## src/rtl/cond_pkg.sv

```systemverilog
// Shared types for the condition/flag unit: ARM condition codes, branch
// modes and the packed {N,Z,C,V} flag word.
package cond_pkg;

  localparam int unsigned FLAGS_W = 4;
  localparam int unsigned COND_W  = 4;
  localparam int unsigned MODE_W  = 2;

  typedef enum logic [COND_W-1:0] {
    EQ = 4'b0000,
    NE = 4'b0001,
    CS = 4'b0010,
    CC = 4'b0011,
    MI = 4'b0100,
    PL = 4'b0101,
    VS = 4'b0110,
    VC = 4'b0111,
    HI = 4'b1000,
    LS = 4'b1001,
    GE = 4'b1010,
    LT = 4'b1011,
    GT = 4'b1100,
    LE = 4'b1101,
    AL = 4'b1110,
    NV = 4'b1111
  } cond_e;

  typedef enum logic [MODE_W-1:0] {
    BR_BCOND = 2'b00,
    BR_CBZ   = 2'b01,
    BR_CBNZ  = 2'b10,
    BR_B     = 2'b11
  } br_mode_e;

  typedef struct packed {
    logic n;
    logic z;
    logic c;
    logic v;
  } flags_t;

endpackage

```

## src/rtl/cond_eval.sv

```systemverilog
// Stateless ARM condition-code evaluator.
// Ports:
//   flags       - {N,Z,C,V} to test against
//   cond        - condition code
//   cond_true_c - 1 when the condition holds (combinational)
module cond_eval
  import cond_pkg::*;
(
  input  flags_t flags,
  input  cond_e  cond,
  output logic   cond_true_c
);

  // Condition table; AL and NV both evaluate true.
  always_comb begin
    cond_true_c = 1'b0;
    unique case (cond)
      EQ: cond_true_c = flags.z;
      NE: cond_true_c = !flags.z;
      CS: cond_true_c = flags.c;
      CC: cond_true_c = !flags.c;
      MI: cond_true_c = flags.n;
      PL: cond_true_c = !flags.n;
      VS: cond_true_c = flags.v;
      VC: cond_true_c = !flags.v;
      HI: cond_true_c = flags.c && !flags.z;
      LS: cond_true_c = !flags.c || flags.z;
      GE: cond_true_c = (flags.n == flags.v);
      LT: cond_true_c = (flags.n != flags.v);
      GT: cond_true_c = !flags.z && (flags.n == flags.v);
      LE: cond_true_c = flags.z || (flags.n != flags.v);
      AL: cond_true_c = 1'b1;
      NV: cond_true_c = 1'b1;
      default: cond_true_c = 1'b0;
    endcase
  end

endmodule

```

## src/rtl/cond_flag_unit.sv

```systemverilog
// Condition flag register plus branch-decision unit with a saturating
// taken-branch counter.
// Optional macro COND_FLAG_BYPASS_EN: a BCOND request in the same cycle as
// flag_we sees the incoming flags; otherwise it sees the stored flags.
// Ports:
//   clk, reset                 - clock, synchronous active-high reset
//   flag_we, *_in              - latch new ALU flags {N,Z,C,V}
//   eval_valid, cond, br_mode  - branch evaluation request
//   op_zero                    - CBZ/CBNZ operand is zero
//   take_valid, take_branch    - registered decision, one cycle latency
//   flags_q                    - stored flags {N,Z,C,V}
//   taken_count                - saturating count of taken branches
module cond_flag_unit
  import cond_pkg::*;
#(
  parameter int unsigned CNT_W = 16
) (
  input  logic               clk,
  input  logic               reset,
  input  logic               flag_we,
  input  logic               negative_in,
  input  logic               zero_in,
  input  logic               carry_in,
  input  logic               overflow_in,
  input  logic               eval_valid,
  input  logic [COND_W-1:0]  cond,
  input  logic [MODE_W-1:0]  br_mode,
  input  logic               op_zero,
  output logic               take_valid,
  output logic               take_branch,
  output logic [FLAGS_W-1:0] flags_q,
  output logic [CNT_W-1:0]   taken_count
);

  flags_t flags_r;
  flags_t flags_in_c;
  flags_t eval_flags_c;
  logic   cond_true_c;
  logic   decision_c;

  assign flags_in_c = flags_t'({negative_in, zero_in, carry_in, overflow_in});
  assign flags_q    = FLAGS_W'(flags_r);

  // Flags seen by the condition evaluator.
`ifdef COND_FLAG_BYPASS_EN
  assign eval_flags_c = flag_we ? flags_in_c : flags_r;
`else
  assign eval_flags_c = flags_r;
`endif

  cond_eval u_cond_eval (
    .flags       (eval_flags_c),
    .cond        (cond_e'(cond)),
    .cond_true_c (cond_true_c)
  );

  // Branch decision by mode; flags only matter for BCOND.
  always_comb begin
    decision_c = 1'b0;
    unique case (br_mode_e'(br_mode))
      BR_BCOND: decision_c = cond_true_c;
      BR_CBZ:   decision_c = op_zero;
      BR_CBNZ:  decision_c = !op_zero;
      BR_B:     decision_c = 1'b1;
      default:  decision_c = 1'b0;
    endcase
  end

  // State: flags, decision pipeline stage and taken counter.
  always_ff @(posedge clk) begin
    if (reset) begin
      flags_r     <= '0;
      take_valid  <= 1'b0;
      take_branch <= 1'b0;
      taken_count <= '0;
    end else begin
      if (flag_we) begin
        flags_r <= flags_in_c;
      end
      take_valid <= eval_valid;
      if (eval_valid) begin
        take_branch <= decision_c;
        // Counter advances on the same edge the taken decision is registered.
        if (decision_c && (taken_count != {CNT_W{1'b1}})) begin
          taken_count <= taken_count + CNT_W'(1);
        end
      end
    end
  end

endmodule

```

## config.mk

```make
export PLATFORM = sky130hd
export DESIGN_NAME = cond_flag_unit
export DESIGN_NICKNAME = d
export VERILOG_FILES = /design/src/rtl/cond_pkg.sv /design/src/rtl/cond_eval.sv /design/src/rtl/cond_flag_unit.sv
export SDC_FILE = /design/constraint.sdc
export NUM_CORES = 1
export LEC_CHECK = 0
export CORE_ASPECT_RATIO = 1.5
export CORE_UTILIZATION = 25
export DETAILED_ROUTE_END_ITERATION = 8
export SLEW_MARGIN = 20
export SYNTH_ARGS = -nofsm -noshare
export SYNTH_HDL_FRONTEND = slang
export SYNTH_SLANG_ARGS = --single-unit
```

## constraint.sdc

```tcl
create_clock -name clk -period 1.8 [get_ports clk]
set_input_delay 0.27 -clock clk [delete_from_list [all_inputs] [get_ports clk]]
set_output_delay 0.27 -clock clk [all_outputs]
set_load 0.05 [all_outputs]
```

# == Word level (Yosys, flattened, before mapping) ==
# Cells that the tools add are included.
# totals
out_inout_bits,22
reg_bits,22
mem_count,0
ramBits,0
word_cells,45
mem_bits_ro,0
latch_bits,0
in_bits,15
# classes
shifts,0
bitwise,0
n_div,0
n_addsub,1
n_eq_ne,21
order_cmp,0
mul,0
n_reduce_logical,14
n_mux,2
# op_table
operator,n
$eq 4x4->1 const B,8
$add 16x1->16 const B,1
$eq 4x3->1 const B,4
$ne 16x16->1 const B,1
$pmux 1 s15,1
$eq 4x2->1 const B,2
$logic_not 1->1,5
$eq 2x2->1 const B,2
$eq 4x1->1 const B,1
$logic_not 4->1,1
$pmux 1 s4,1
$logic_and 1x1->1,3
$eq 2x1->1 const B,1
$logic_not 2->1,1
$logic_or 1x1->1,2
$reduce_and 2->1,1
$reduce_or 2->1,1
$eq 1x1->1,1
$ne 1x1->1,1

# == Longest topological paths before layout ==
# depth
word_depth,6
ltp_mapped,9
ltp_nobuf,7

# == Cells and area by module ==
# Synthesis repeated with hierarchy kept, for this count alone.
# hier_totals
hier_cells,156
hier_area_um2,1398.8
# modules_own_cells
mod,n_inst,area_each_um2,cells_per_inst,seq_area_each_um2
cond_flag_unit,1,1197.4,127,440.4
cond_eval,1,201.4,29,0.0

# == Worst setup path after synthesis ==
# Ideal clock, no wire load.
# synth_path
path_kind,flip-flop to flip-flop
from,register flags_r (netlist bit flags_q[3])
to,register taken_count[1]
path_stages_with_launch,9
t_required_ns,1.672
arrival_ns,2.057
slack_ns,-0.384
n_path_buf,1
synth_period_minus_slack_ns,2.184
setup_time_ns,0.128
path_cell_list,dfxtp_1 > nor2b_1 > and3b_1 > o31ai_1 > a21oi_4 > o21ai_2 > buf_6 > mux2i_1 > nor2_1
# synth_via
elab_chain_len,6
word_cells_on_any_way,9
classes_between,eq/ne (2); mux (2); reduce/logical (5)
# synth_lines
item,line_no,rtl
start: declaration,cond_flag_unit.sv:35,flags_t flags_r;
start signal: assignment,cond_flag_unit.sv:78,flags_r <= flags_in_c;
$ne 1x1->1 or $eq 1x1->1 (tied branches),--,
$logic_or 1x1->1 or $logic_and 1x1->1 (tied branches),"cond_eval.sv:31, cond_eval.sv:30",
$pmux 1 s15 (*),cond_eval.sv:17,unique case (cond)
$pmux 1 s4 (*),cond_flag_unit.sv:60,unique case (br_mode_e'(br_mode))
$logic_and 1x1->1 (*),cond_flag_unit.sv:84,if (decision_c && (taken_count != {CNT_W{1'b1}})) begin
$reduce_and 2->1 (no line) (*),--,
end signal: assignment,cond_flag_unit.sv:85,taken_count <= taken_count + CNT_W'(1);
end: declaration,cond_flag_unit.sv:32,output logic [CNT_W-1:0] taken_count
# Mark *: on every way between the ends. The rest lies on a longest branch, timed or not.
# A chain may end at the register's enable or synchronous reset.

# == Worst setup path after layout ==
# layout_path
from,register flags_r (netlist bit flags_q[2])
to,register taken_count[6]
# layout_via
elab_chain_len,6
word_cells_on_any_way,9
classes_between,mux (2); reduce/logical (7)
# layout_lines
item,line_no
$logic_not 1->1,"cond_eval.sv:19, cond_eval.sv:26, cond_eval.sv:30"
"$logic_and 1x1->1, on equally long branches","cond_eval.sv:30, cond_eval.sv:26"
$pmux 1 s15 (*),cond_eval.sv:17
$pmux 1 s4 (*),cond_flag_unit.sv:60
$logic_and 1x1->1 (*),cond_flag_unit.sv:84
$reduce_and 2->1 (no line) (*),--
# Marked as above.

==> metrics.yaml <==
outcome:
  run_status: "finished with violations"
  violations: "negative setup slack"
floorplan:
  die_w_um: 58.3
  io_pins: 37
  core-area_sq_mm: 0.00454
  core.rowCount: 30
  die-height_um: 86.4
  start_util: 0.261
  die_area_sq_mm: 0.00503
critical_path:
  crit_path_max_fanout: 8
  critPathArrivalTime_ps: 2060
  worstSetupPathType: "reg -> reg"
  critPathRequiredTime_ps: 2000
  startpoint_type: "flop"
  crit_path_end_kind: "flop"
placement:
  portBuffers: 36
  dp_hpwl_mm: 2.26
  globalplace.congestion: 0.714
synthesis:
  synth_edf_count: 0
  ys.flop_type: "dfxtp_1"
  synth_area_sq_mm: 0.00119
  avgSynthCellArea_sq_um: 8.42
  synth_top_cell_by_area: "dfxtp_1"
  ys_types: 41
  async_reset_ff_frac: 0
  netlist_instances: 141
  synth_top_area_frac: 0.371
  yosys-top-cells-area: "dfxtp_1, xor2_1, nor2_1, mux2i_1, or3_1"
  seq_area_frac_synth: 0.371
  synth_nets: 157
  yosys_register_bits: 22
  ys.warnings.count: 0
route:
  vias: 1273
  postRouteAntennaNets: 0
  drt_wl_total_mm: 3.20
  via_per_inst: 4.75
  drc: 0
  wl_per_cell_um: 11.9
  drt-initial-drc-count: 17
  first_pass_iters: 4
cells_and_area:
  layout_common_cells: "buf_4, nor2_1, clkdlybuf4s50_1, dfxtp_2"
  register_area_sq_um: 464
  multiInputGateArea_sq_um: 843
  nNetsFinal: 221
  drive_gt1_frac: 0.407
  n_fill_cell: 447
  final_common_cell: "buf_4"
  utilization: 0.436
  antenna_cells: 0
  area_growth_pct: 66.7
clock_network:
  htree_levels: 1
  cts_tree: "yes"
  clock-sinks: 22
  cts_buffers: 3
  clk_root_buffer_cell: "clkbuf_8"
  clock_path_buffers: 2
  clk_pin_slew_worst_paths_ps: 80
  clk_latency_ps: 270
sta:
  layout_min_cycle_time_ps: 1860
  worst_pin_slew_ps: 498
  fin_hold_ws_ps: 504
  setup_viol: 9
  fmax_mhz: 539
  slew_headroom: 0.667
  hold_viol_final: 0
  worst_slack_ps: -55.4
  clock-skew-final_ps: 2.67
  slew_violations: 0
  rsz0062_at_grt: "true"
  finalCritPeriodShare: 1.03
  setup_tns_ps: -201
grt:
  grt_overflow: 0
  first_global_vias: 1238
  grt_max_degree: 23
  grt_pass1_wl_mm: 5.38
  antenna_found_initial: 0
  grt_util_all_layers: 0.134
power:
  vdd_drop_max_uv: 304
  powerDensity_mw_per_mm2: 578
  leakage_uw: 0.000797
run:
  maxCapViolCount: 0
min_path:
  hold_class: "in -> reg"
## path summary, 6_finish.rpt
check,cells past startpoint,slack (ps),startpoint,end
setup / recovery,6,-60,flags_q[2]$_SDFFE_PP0P_,taken_count[6]$_SDFFE_PP0P_
hold / removal,3,500,eval_valid,take_valid$_SDFF_PP0_
setup reg to reg,6,-60,flags_q[2]$_SDFFE_PP0P_,taken_count[6]$_SDFFE_PP0P_
hold reg to reg,2,510,taken_count[4]$_SDFFE_PP0P_,taken_count[4]$_SDFFE_PP0P_
## cell type report
cell class	instances	area share
multi-input cells	113	0.426
repair buffers	63	0.267
flip-flops and latches	22	0.235
well taps	64	0.0405
clock buffers	4	0.0278
inverters	2	0.00379
## routing by layer
layer  global-route usage  part of all wire  up-vias
li1                     -                 -      640
met1                0.166              0.43      595
met2                0.231              0.51       31
met3               0.0179             0.043        7
met4               0.0563             0.018        0
met5                    0                 0        -
## timing repair
item | CTS | global route
endpoints found under the setup margin | 18 | 16
pin swaps | 9 | 6
hold buffers | 0 | 0
gates cloned | 1 | 0
buffers inserted | 3 | 0
gates resized for setup | 25 | 11
## worst max-delay path, stage by stage (launching register included)
cell	delay [ps]
dfxtp_4	350
or4_4	410
and3_4	170
a21oi_4	240
o21ai_4	140
or3_1	350
a21oi_1	120
## report_power, final
| group | internal (uW) | switching, uW | total, uW |
|---|---|---|---|
| clock network | 195 | 160 | 355 |
| registers | 500 | 15.3 | 515 |
| logic | 130 | 144 | 274 |
| total | 825 | 319 | 1140 |
## cells by family (layout without fill, tap and decap cells)
| kind of cell | after synthesis | in the layout | share of synthesized area |
|---|---|---|---|
| and+or+nand+nor | 64 | 64 | 0.301 |
| AOI/OAI and AO/OA | 30 | 31 | 0.154 |
| DFF | 22 | 22 | 0.371 |
| xor gates and xnor gates | 10 | 10 | 0.0738 |
| muxes | 7 | 7 | 0.0601 |
| buffers and inverters | 7 | 69 | 0.0295 |
| adders and majority gates | 1 | 1 | 0.0105 |
## cell usage after synthesis, drive strengths merged, types with 5 or more instances
cell type,number
mux2i,6
a21oi,9
nor2,17
nand2,9
o21ai,15
nand3,5
dfxtp,22
or3,8
xor2,9
and3,5
## per-stage QoR
stage,cell area (sq um),instances,worst slack (ps),power (uW)
floorplan,1220,141,-91.1,658
global placement,1780,260,-576,762
detailed placement,1780,260,-595,762
CTS,1940,268,-67.9,1150
global route,1980,268,-127,1190
finish,1980,268,-55.4,1140
## registers in the layout (all words and copies together) (netlist names)
signal and cells:
taken_count 16, flags_q 4, take_valid 1, take_branch 1
(Power assumes the default switching activity.)
